### src/rtl/replay_scheduler.sv
// replay_scheduler: pointer/FSM controller for the replay buffer; define REPLAY_STATS_EN for event counters
module replay_scheduler #(
    parameter int DEPTH      = 8,
    parameter int AW         = 3,
    parameter int TIMER_W    = 12,
    parameter int TIMEOUT    = 1000,
    parameter int MAX_REPLAY = 3
) (
    input  logic          clk,
    input  logic          reset,
    input  logic          tx_req,
    output logic          tx_gnt,
    input  logic          link_rdy,
    input  logic          ack,
    input  logic          nak,
    input  logic [AW-1:0] ack_seq,
    input  logic          retrain_done,
    output logic          buf_we,
    output logic [AW-1:0] buf_wr_addr,
    output logic          buf_oe,
    output logic [AW-1:0] buf_rd_addr,
    output logic          full,
    output logic          empty,
    output logic [AW:0]   occupancy,
    output logic          replay_active,
`ifdef REPLAY_STATS_EN
    output logic [15:0]   replay_events,
    output logic [15:0]   timeout_events,
`endif
    output logic          retrain_req
);
    localparam int RW = $clog2(MAX_REPLAY + 1);

    typedef enum logic [1:0] {NORMAL, REPLAY, RETRAIN} state_t;

    state_t state_q, state_d;
    logic [AW:0] wr_ptr_q, wr_ptr_d, send_ptr_q, send_ptr_d, ack_ptr_q, ack_ptr_d;
    logic [TIMER_W-1:0] timer_q, timer_d;
    logic [RW-1:0] replay_num_q, replay_num_d;
    logic [AW-1:0] offset;
    logic [AW:0] new_ack, sent;
    logic ack_hit, nak_hit, timeout, bump, behind;

    // Outputs and decoded events, combinational from registered state and inputs
    always_comb begin
        occupancy     = wr_ptr_q - ack_ptr_q;
        full          = occupancy == (AW+1)'(DEPTH);
        empty         = occupancy == '0;
        replay_active = state_q == REPLAY;
        retrain_req   = state_q == RETRAIN;
        tx_gnt        = tx_req & ~full & ~retrain_req;
        buf_we        = tx_gnt;
        buf_wr_addr   = wr_ptr_q[AW-1:0];
        buf_oe        = link_rdy & (send_ptr_q != wr_ptr_q) & ~retrain_req;
        buf_rd_addr   = send_ptr_q[AW-1:0];
        offset        = ack_seq - ack_ptr_q[AW-1:0];
        ack_hit       = (ack | nak) & ({1'b0, offset} < occupancy);
        nak_hit       = nak & ack_hit;
        new_ack       = ack_ptr_q + {1'b0, offset} + 1'b1;
        timeout       = (state_q == NORMAL) & (send_ptr_q != ack_ptr_q) & ~ack_hit &
                        (timer_q == TIMER_W'(TIMEOUT - 1));
        bump          = (nak_hit | timeout) & ~retrain_req;
    end

    // Next FSM state: triggers escalate, a finished rewind returns to NORMAL
    always_comb begin
        state_d = state_q;
        if (state_q == RETRAIN)
            state_d = retrain_done ? REPLAY : RETRAIN;
        else if (bump)
            state_d = (replay_num_q == RW'(MAX_REPLAY - 1)) ? RETRAIN : REPLAY;
        else if (state_q == REPLAY && send_ptr_d == wr_ptr_q)
            state_d = NORMAL;
    end

    // Pointer, timer and replay-count updates; an ack never pulls send_ptr backwards
    always_comb begin
        sent         = send_ptr_q + (AW+1)'(buf_oe);
        behind       = (sent - ack_ptr_q) <= {1'b0, offset};
        wr_ptr_d     = wr_ptr_q + (AW+1)'(tx_gnt);
        ack_ptr_d    = ack_hit ? new_ack : ack_ptr_q;
        send_ptr_d   = nak_hit ? new_ack : timeout ? ack_ptr_q : (ack_hit && behind) ? new_ack : sent;
        timer_d      = ((state_q == NORMAL) && (send_ptr_q != ack_ptr_q) && !ack_hit && !timeout) ?
                       timer_q + 1'b1 : '0;
        replay_num_d = bump ? replay_num_q + 1'b1 :
                       (ack_hit || (retrain_req && retrain_done)) ? '0 : replay_num_q;
    end

    // State registers
    always_ff @(posedge clk or posedge reset) begin
        if (reset) begin
            state_q      <= NORMAL;
            wr_ptr_q     <= '0;
            send_ptr_q   <= '0;
            ack_ptr_q    <= '0;
            timer_q      <= '0;
            replay_num_q <= '0;
        end else begin
            state_q      <= state_d;
            wr_ptr_q     <= wr_ptr_d;
            send_ptr_q   <= send_ptr_d;
            ack_ptr_q    <= ack_ptr_d;
            timer_q      <= timer_d;
            replay_num_q <= replay_num_d;
        end
    end

`ifdef REPLAY_STATS_EN
    logic [15:0] replay_events_q, replay_events_d, timeout_events_q, timeout_events_d;

    // Saturating event counters
    always_comb begin
        replay_events_d  = replay_events_q + 16'(bump && replay_events_q != 16'hFFFF);
        timeout_events_d = timeout_events_q + 16'(timeout && timeout_events_q != 16'hFFFF);
        replay_events    = replay_events_q;
        timeout_events   = timeout_events_q;
    end

    // Counter registers
    always_ff @(posedge clk or posedge reset) begin
        if (reset) begin
            replay_events_q  <= '0;
            timeout_events_q <= '0;
        end else begin
            replay_events_q  <= replay_events_d;
            timeout_events_q <= timeout_events_d;
        end
    end
`endif
endmodule

### config.mk
export PLATFORM = sky130hd
export DESIGN_NAME = replay_scheduler
export DESIGN_NICKNAME = d
export VERILOG_FILES = /design/src/rtl/replay_scheduler.sv
export SDC_FILE = /design/constraint.sdc
export NUM_CORES = 1
export LEC_CHECK = 0
export BUFFER_PORTS_ARGS = -buffer_cell sky130_fd_sc_hd__buf_2
export CORE_UTILIZATION = 49
export CTS_BUF_LIST = sky130_fd_sc_hd__clkbuf_8
export CTS_CLUSTER_SIZE = 8
export DETAILED_ROUTE_END_ITERATION = 10
export PLACE_DENSITY = 0.71
export SLEW_MARGIN = 20
export SYNTH_ARGS = -nofsm -noshare
export SYNTH_HDL_FRONTEND = slang
export SYNTH_SLANG_ARGS = --single-unit
### constraint.sdc
create_clock -name clk -period 4.9 [get_ports clk]
set_clock_uncertainty 0.2 [all_clocks]
set_input_delay 0.98 -clock clk [delete_from_list [all_inputs] [get_ports clk]]
set_output_delay 0.98 -clock clk [all_outputs]
set_load 0.02 [all_outputs]
==> flow_summary.json, run 1 <==
{
  "viasPerCell": 5.641,
  "fmax_mhz": 217.4,
  "fin_cells": 323,
  "drt_iter0_drc": 82,
  "hold_viol": 0,
  "fin_crit_sh_pct": 93.87,
  "yosys_warnings": 0,
  "die-area_sq_um": 5029,
  "cts_tree": "done",
  "pin_count": 27,
  "synth_area_sq_um": 2327,
  "grt.total_usage_pct": 20.63,
  "crit_path_max_fanout": 5,
  "ys_types": 55,
  "finalSetupViolCount": 0,
  "num-nets-final": 308,
  "post_cts_resized": 0,
  "worst-path-stages": 18,
  "clockRootBuffer": "clkbuf_8",
  "clk_pin_slew_ns": 0.09,
  "arrival_ns": 4.57,
  "netlist_instances": 249,
  "post-route-util_pct": 56.67,
  "layout-drive-gt1-share_pct": 19.56,
  "slowest_delay_ns": 0.50,
  "grt_pass1_wl_um": 8142,
  "synth_edf_count": 0,
  "grtUsageMet1_pct": 26.14,
  "antenna_found_initial": 0,
  "met2_usage_pct": 37.18,
  "violations": "DRC",
  "cp_num_buf_inv": 3,
  "dpl.hpwl_um": 3983,
  "grt_pass1_vias": 1805,
  "core_area_sq_um": 4444,
  "clockBufferDepth": 2,
  "grt_use_met3_pct": 2.422,
  "outcome": "finished with violations",
  "start_util_pct": 52.36,
  "route.detailed.drc": 8,
  "synth_nets": 284,
  "row_count": 24,
  "cp-endpoint": "state_q[0]",
  "crit_top_cell": "ha_1",
  "path_delay_family": "adder cells",
  "wire_per_inst_um": 15.23,
  "clkLatencyLatePin_ns": 0.27,
  "required_ns": 4.87,
  "worst_slew_pin_slew_ns": 0.5379,
  "drt_wl_total_um": 4919,
  "synth_ff_type": "dfrtp_1",
  "rrSetupSlack_ns": 0.32,
  "syn_avg_cell_area_sq_um": 9.346,
  "setup.worst_path.start": "link_rdy",
  "syn_to_final_growth_pct": 8.226,
  "grt-busiest-layer": "met2",
  "async_flop_share_pct": 100.0,
  "min_path_type": "reg -> reg",
  "ant_nets": 0,
  "rr_worst_depth": 17,
  "min_period_ns": 4.600,
  "grt_setup_unrepaired": "false",
  "cpMaxStageDelayCell": "fa_1",
  "maxSlewHeadroom_pct": 63.76,
  "grt_max_degree": 21,
  "vias": 1822,
  "final_area_sq_um": 2519,
  "overflow": 0,
  "drv_slew": 0,
  "antenna_cells": 0,
  "cts_sinks": 28,
  "ys_seq_area_share_pct": 30.11,
  "die_w_um": 70.92,
  "cts_made_buffers": 3,
  "r2r_start": "wr_ptr_q[3]",
  "firstDrtPassIters": 7,
  "startpoint_type": "input port",
  "dp_cells": 320,
  "cp-end-kind": "flip-flop",
  "synth-seq-cells": 28,
  "post_cts_buffers": 0,
  "drv_cap": 0,
  "hold_buffers": 0,
  "whs_path_depth": 1,
  "worstPathCellList": "buf_2 -> nand2_1 -> a41oi_1 -> ha_1 -> ha_1 -> inv_1 -> fa_1 -> inv_1 -> ha_1 -> nor2b_1 -> o21ai_0 -> a32oi_1 -> nor3_1 -> nand2_1 -> and3_4 -> o31a_1 -> or3_1 -> o21a_1",
  "rr_endpoint": "state_q[0]",
  "die_h_um": 70.92,
  "place_congestion": 0.9163,
  "crit_type": "in -> reg",
  "placed_area_sq_um": 2477,
  "io_buffers": 26,
  "htreeDepth": 1
}
==> synth_stat cells, types with 4 or more instances <==
| library cell | n | area (sq um) |
|---|---|---|
| a21oi_1 | 4 | 20.02 |
| buf_4 | 8 | 60.06 |
| dfrtp_1 | 28 | 700.7 |
| fa_1 | 4 | 80.08 |
| ha_1 | 21 | 262.8 |
| inv_1 | 22 | 82.58 |
| nand2_1 | 11 | 41.29 |
| nand3_1 | 8 | 40.04 |
| nor2_1 | 23 | 86.33 |
| nor2b_1 | 5 | 31.28 |
| nor3_1 | 4 | 20.02 |
| o21a_1 | 4 | 30.03 |
| o21ai_0 | 13 | 65.06 |
| or3_1 | 4 | 25.02 |
| xnor2_1 | 18 | 157.7 |
| xor2_1 | 15 | 131.4 |
==> layout make-up <==
type	count	area, sq um
fillers	414	1926
well taps	52	65.06
inverters	22	82.58
flip-flops and latches	28	700.7
multi-input cells	187	1461
clock buffers	3	41.29
repair buffers	31	167.7
==> cell families after synthesis <==
| kind of cell | Yosys count | synth area share [%] |
|---|---|---|
| simple gates | 84 | 20.11 |
| mux | 2 | 0.8602 |
| flops | 28 | 30.11 |
| fa+ha+maj | 25 | 14.73 |
| buf+inv | 34 | 7.097 |
| xor+xnor | 34 | 13.39 |
| compound gates | 42 | 13.71 |
==> placed cells by master, fill, tap and decap left out, types with 2 or more instances in the layout <==
cell type,count
inv_1,22
ha_1,21
and3_4,2
a211o_2,3
or3_1,4
xnor2_1,18
clkbuf_8,3
nor4_1,3
mux2i_1,2
a21oi_1,4
buf_4,5
nand2b_1,2
a211oi_1,2
nor2_1,23
o21a_1,4
and3_2,3
nand3_1,8
xor2_1,15
o21ai_0,13
nand2_1,11
and3_1,3
buf_2,26
nor2b_1,5
or2_2,3
dfrtp_1,28
o211a_1,3
nor3_1,4
fa_1,4
==> through the flow <==
stage	setup WS, ns	hold slack, ns	setup TNS, ns
after floorplan	0.09487	0.2331	0
after global placement	0.1275	0.2563	0
after detailed placement	-0.006512	0.2713	-0.006512
after CTS	0.3029	0.2847	0
after global routing	0.05714	0.3002	0
final	0.3005	0.2792	0
==> layer usage <==
layer / wire (um) / up-vias / share of wire, %
li1: - / 907 / -
met1: 2241 / 865 / 46
met2: 2431 / 42 / 49
met3: 171 / 8 / 3.5
met4: 75 / 0 / 1.5
met5: 0 / - / 0
==> registers in the layout, summed over array words and instances (netlist names) <==
signal	count
replay_num_q	2
ack_ptr_q	4
send_ptr_q	4
wr_ptr_q	4
state_q	2
timer_q	12
==> how the worst min path moves through the flow <==
stage               startpoint         end
global route        timer_q[0]  timer_q[0]
global placement    timer_q[0]  timer_q[0]
floorplan           timer_q[0]  timer_q[0]
finish              timer_q[0]  timer_q[0]
detailed placement  timer_q[0]  timer_q[0]
CTS                 timer_q[0]  timer_q[0]
Power of run 1 is left out: the tool's default activity adds up to more than one toggle a clock period on the data nets, which glitch-free logic cannot reach.
==> run 2: changes to the inputs <==
ABC_AREA = 1   (was default)
==> run 2 against run 1 <==
Register-to-register slack improved by 0.51 ns. Synthesized cell count rose by 28%. Hold slack got worse by 0.0072 ns. The run now ends clean. Critical path type is now reg -> reg. Sequential share of layout area fell by 0.42 points. Highest routed layer unchanged.
==> flow_summary.json, run 2 <==
{
  "nFillCells": 438,
  "hold_viol": 0,
  "grt_setup_unrepaired": "false",
  "min_path_type": "reg -> reg",
  "max_flop_register": "timer_q",
  "num-nets-final": 376,
  "dpl.hpwl_um": 3888,
  "grtUsageMet1_pct": 28.71,
  "grt.total_usage_pct": 20.74,
  "wire_per_inst_um": 11.95,
  "viasPerCell": 5.105,
  "outcome": "finished, final reports clean",
  "yosys-top-cells-count": "nand2_1, inv_1, dfrtp_1, nand3_1, nor2_1",
  "synth_edf_count": 0,
  "cts_made_buffers": 3,
  "vias": 2001,
  "async_flop_share_pct": 100.0,
  "antenna_cells": 0,
  "syn_avg_cell_area_sq_um": 7.448,
  "fin_crit_sh_pct": 83.03,
  "overflow": 0,
  "synth_most_common_cell": "nand2_1",
  "largest_reg_flops": 12,
  "ant_nets": 0,
  "mostFrequentLayoutCells": "nand2_1, inv_1, dfrtp_1, buf_2, nand3_1",
  "hold_end": "timer_q[0]",
  "min_period_ns": 4.068,
  "r2r_start": "state_q[1]",
  "crit_path_max_fanout": 5,
  "drt_iter0_drc": 108,
  "cts_sinks": 28,
  "core_area_sq_um": 4504,
  "drv_cap": 0,
  "io_buffers": 26,
  "post_cts_resized": 0,
  "drt_wl_total_um": 4684,
  "rrSetupSlack_ns": 0.83,
  "worst_slew_pin_slew_ns": 0.5952,
  "cts_tree": "done",
  "crit_type": "reg -> reg",
  "die-area_sq_um": 5132,
  "seqCellArea_sq_um": 700.7,
  "whs_path_depth": 1,
  "syn_to_final_growth_pct": 7.635,
  "multi_input_area_sq_um": 1378,
  "synth-seq-cells": 28,
  "cp-end-kind": "flip-flop",
  "die_w_um": 71.64,
  "antenna_found_initial": 0,
  "hold_start": "timer_q[0]",
  "layout-drive-gt1-share_pct": 16.76,
  "finalSetupViolCount": 0,
  "synthTopCellsByArea": "dfrtp_1, nand2_1, ha_1, inv_1, nand3_1",
  "clk_pin_slew_ns": 0.09,
  "htreeDepth": 1,
  "netlist_instances": 319,
  "setup-tns-final_ns": 0,
  "yosys_warnings": 0,
  "ys_types": 33,
  "synth_nets": 354,
  "die_h_um": 71.64,
  "grt_use_met3_pct": 3.797,
  "grt_pass1_wl_um": 8418,
  "grt-busiest-layer": "met2",
  "clockRootBuffer": "clkbuf_8",
  "startpoint_type": "flip-flop",
  "synth_ff_type": "dfrtp_1",
  "rr_endpoint": "state_q[0]",
  "required_ns": 4.87,
  "synth_top_area_share_pct": 29.49,
  "final_common_cell": "nand2_1",
  "post_cts_buffers": 0,
  "drv_slew": 0,
  "clockBufferDepth": 2,
  "maxSlewHeadroom_pct": 60.26,
  "pin_count": 27,
  "clkLatencyLatePin_ns": 0.27,
  "met2_usage_pct": 34.28,
  "ys_seq_area_share_pct": 29.49,
  "rr_worst_depth": 25,
  "route.detailed.drc": 0,
  "firstDrtPassIters": 4,
  "fmax_mhz": 245.8,
  "grt_pass1_vias": 1907,
  "yosys.area.top_type": "dfrtp_1",
  "synth_area_sq_um": 2376,
  "grt_max_degree": 29,
  "place_congestion": 0.9224,
  "arrival_ns": 4.04,
  "start_util_pct": 52.75,
  "hold_buffers": 0,
  "row_count": 24
}
==> run 2: final cells by class <==
class                   count  area share [%]
clock buffers               4           2.153
inverters                  59           8.659
multi-input cells         222           53.86
flip-flops and latches     28           27.40
well taps                  52           2.544
repair buffers             27           5.382
==> run 2: metrics by stage <==
stage / std cells / util (%) / setup WS, ns / hold WS, ns / area [sq um]
global route: 392 / 56.78 / 0.3340 / 0.2877 / 2557
finish: 392 / 56.78 / 0.8315 / 0.2720 / 2557
CTS: 392 / 56.78 / 0.8153 / 0.2743 / 2557
floorplan: 319 / - / 0.6984 / 0.2331 / 2376
global placement: 388 / 55.56 / 0.7016 / 0.2532 / 2502
detailed placement: 388 / 55.56 / 0.6253 / 0.2615 / 2502
==> run 2: layer usage <==
metal / wire length, um / vias up
met5: 0 / -
met4: 40 / 0
met1: 2340 / 909
li1: - / 1034
met2: 2026 / 52
met3: 276 / 6
==> run 2: cells by family after synthesis <==
kind of cell             synth area share (%)
AND/OR/NAND/NOR                         31.54
buffers and inverters                   12.53
flip-flops                              29.49
adder cells (fa/ha/maj)                 14.43
AO/OA/AOI/OAI                           5.372
XOR/XNOR                                6.635
==> run 2: worst max-delay path: stages (launching register included) <==
cell	delay [ns]
dfrtp_1	0.38
inv_1	0.06
nor2_1	0.22
inv_1	0.18
nand2_1	0.09
a41oi_1	0.05
ha_1	0.24
ha_1	0.33
inv_1	0.07
fa_1	0.40
xnor2_1	0.14
ha_1	0.32
a21oi_1	0.15
o21ai_0	0.09
nand2_1	0.09
nand3_2	0.10
nor2_2	0.21
nand2_1	0.08
nand3_1	0.08
nand2_1	0.07
nand3_1	0.07
nand3_1	0.09
nor2_1	0.09
nand2_1	0.06
nand2_1	0.05
nand2_1	0.05
==> run 2: worst max-delay path by stage <==
stage                     from          to  depth (start not counted)
global route        state_q[1]  state_q[0]                         25
CTS                 state_q[1]  state_q[0]                         25
finish              state_q[1]  state_q[0]                         25
floorplan             link_rdy  state_q[0]                         23
global placement      link_rdy  state_q[0]                         23
detailed placement    link_rdy  state_q[0]                         23
Power of run 2 is left out for the same reason.
==> run 3: changes to the inputs <==
clock period = 4.2 ns   (was 4.9 ns; I/O delays follow)
==> run 3 against run 2 <==
Register-to-register slack got worse by 0.52 ns. Cell area increased by 3.9%. Wire length increased by 8.8%. Count of clock-buffer cells in the layout decreased by 1.
==> flow_summary.json, run 3 (synthesized netlist as in run 2, its figures left out) <==
{
  "min_period_ns": 3.885,
  "max_flop_register": "timer_q",
  "wire_per_inst_um": 12.83,
  "worst_slew_pin_slew_ns": 0.5891,
  "finalWorstSetupSlack_ns": 0.3152,
  "hold_buffers": 0,
  "antenna_cells": 0,
  "io_buffers": 26,
  "pin_count": 27,
  "clockBufferDepth": 2,
  "die-area_sq_um": 5132,
  "final_common_cell": "nand2_1",
  "start_util_pct": 52.75,
  "required_ns": 4.18,
  "cts_tree": "done",
  "startpoint_type": "flip-flop",
  "preCtsSetupSlack_ns": 0.03240,
  "grt_pass1_wl_um": 8776,
  "mostFrequentLayoutCells": "nand2_1, inv_1, dfrtp_1, buf_2, nand3_1",
  "placed_area_sq_um": 2525,
  "overflow": 0,
  "outcome": "finished, final reports clean",
  "route.detailed.drc": 0,
  "drv_cap": 0,
  "core_area_sq_um": 4504,
  "syn_to_final_growth_pct": 11.80,
  "clk_pin_slew_ns": 0.10,
  "cp-end-kind": "flip-flop",
  "viasPerCell": 5.174,
  "min_path_type": "reg -> reg",
  "die_w_um": 71.64,
  "grt_pass1_vias": 1962,
  "maxSlewHeadroom_pct": 60.67,
  "nFillCells": 423,
  "antenna_found_initial": 0,
  "arrival_ns": 3.86,
  "largest_reg_flops": 12,
  "firstDrtPassIters": 4,
  "drt_wl_total_um": 5094,
  "layout-drive-gt1-share_pct": 20.29,
  "row_count": 24,
  "crit_path_max_fanout": 5,
  "cts_made_buffers": 3,
  "crit_type": "reg -> reg",
  "ant_nets": 0,
  "clockRootBuffer": "clkbuf_8",
  "grt_max_degree": 29,
  "finalSetupViolCount": 0,
  "hold_viol": 0,
  "htreeDepth": 1,
  "cts_sinks": 28,
  "num-nets-final": 381,
  "clkLatencyLatePin_ns": 0.28,
  "vias": 2054,
  "drv_slew": 0,
  "grt.total_usage_pct": 22.00,
  "fmax_mhz": 257.4,
  "dpl.hpwl_um": 4105,
  "fin_crit_sh_pct": 92.49,
  "final_area_sq_um": 2656,
  "place_congestion": 0.9523,
  "die_h_um": 71.64,
  "drt_iter0_drc": 100
}
run 3: cell types whose count changed in the layout (fill, tap and decap cells not counted), sizes merged:
| cell | previous run | this run |
|---|---|---|
| buf | 27 | 32 |
| bufinv | 0 | 1 |
| clkbuf | 4 | 3 |
run 3: worst max-delay path: stages, from the launching register on:
cell and delay (ns):
dfrtp_1 0.47, xnor2_1 0.25, a41oi_2 0.20, ha_4 0.32, inv_1 0.04, ha_1 0.20, fa_1 0.38, xnor2_1 0.14
ha_1 0.32, a21oi_1 0.14, o21ai_0 0.09, nand2_1 0.09, inv_1 0.05, nor2_2 0.13, nand2_2 0.08, nand2_1 0.08
nand3_1 0.08, nand2_2 0.08, nand2_2 0.05, nand2_1 0.05, nand2_1 0.06, nor2_2 0.11, nand2_1 0.06, nand2_1 0.05
nand2_1 0.05
run 3: repair_timing:
| item | in CTS | in global routing |
|---|---|---|
| gates resized for setup | 0 | 10 |
| buffers inserted | 0 | 2 |
| setup endpoints to repair | 0 | 1 |
run 3: per-stage QoR:
step	hold slack (ns)	setup TNS, ns	instances	utilization, %
3_3_place_gp	0.2539	0	391	56.06
2_1_floorplan	0.2331	0	319	-
4_1_cts	0.2749	0	395	57.64
6_report	0.2714	0	397	58.97
3_5_place_dp	0.2619	0	391	56.06
5_1_grt	0.3340	-0.01627	397	58.97
run 3: worst paths after layout:
kind | from | end | slack (ns) | cells past startpoint
min in group asynchronous | reset | state_q[0] | 0.41 | 2
max in group asynchronous | reset | wr_ptr_q[3] | 2.96 | 2
hold / removal | timer_q[0] | timer_q[0] | 0.27 | 1
setup / recovery | send_ptr_q[0] | state_q[0] | 0.32 | 24
hold reg to reg | timer_q[0] | timer_q[0] | 0.27 | 1
setup reg to reg | send_ptr_q[0] | state_q[0] | 0.32 | 24
run 3: layout make-up:
| class | instances | area, sq um | area share [%] |
|---|---|---|---|
| clock buffer | 3 | 41.29 | 1.554 |
| clock inverter | 1 | 30.03 | 1.130 |
| inverter | 59 | 221.5 | 8.337 |
| multi-input combinational | 222 | 1420 | 53.46 |
| sequential | 28 | 703.2 | 26.47 |
| tap | 52 | 65.06 | 2.449 |
| timing repair buffer | 32 | 175.2 | 6.594 |
run 3: metal layers:
metal  vias to the layer above  wire length, um  global-route usage, %
met2                        50             2281                  35.22
met1                       952             2444                  31.09
li1                       1042                -                      -
met4                         0              102                  8.497
met5                         -                0                      0
met3                        10              265                  1.969
Power of run 3 is left out for the same reason.
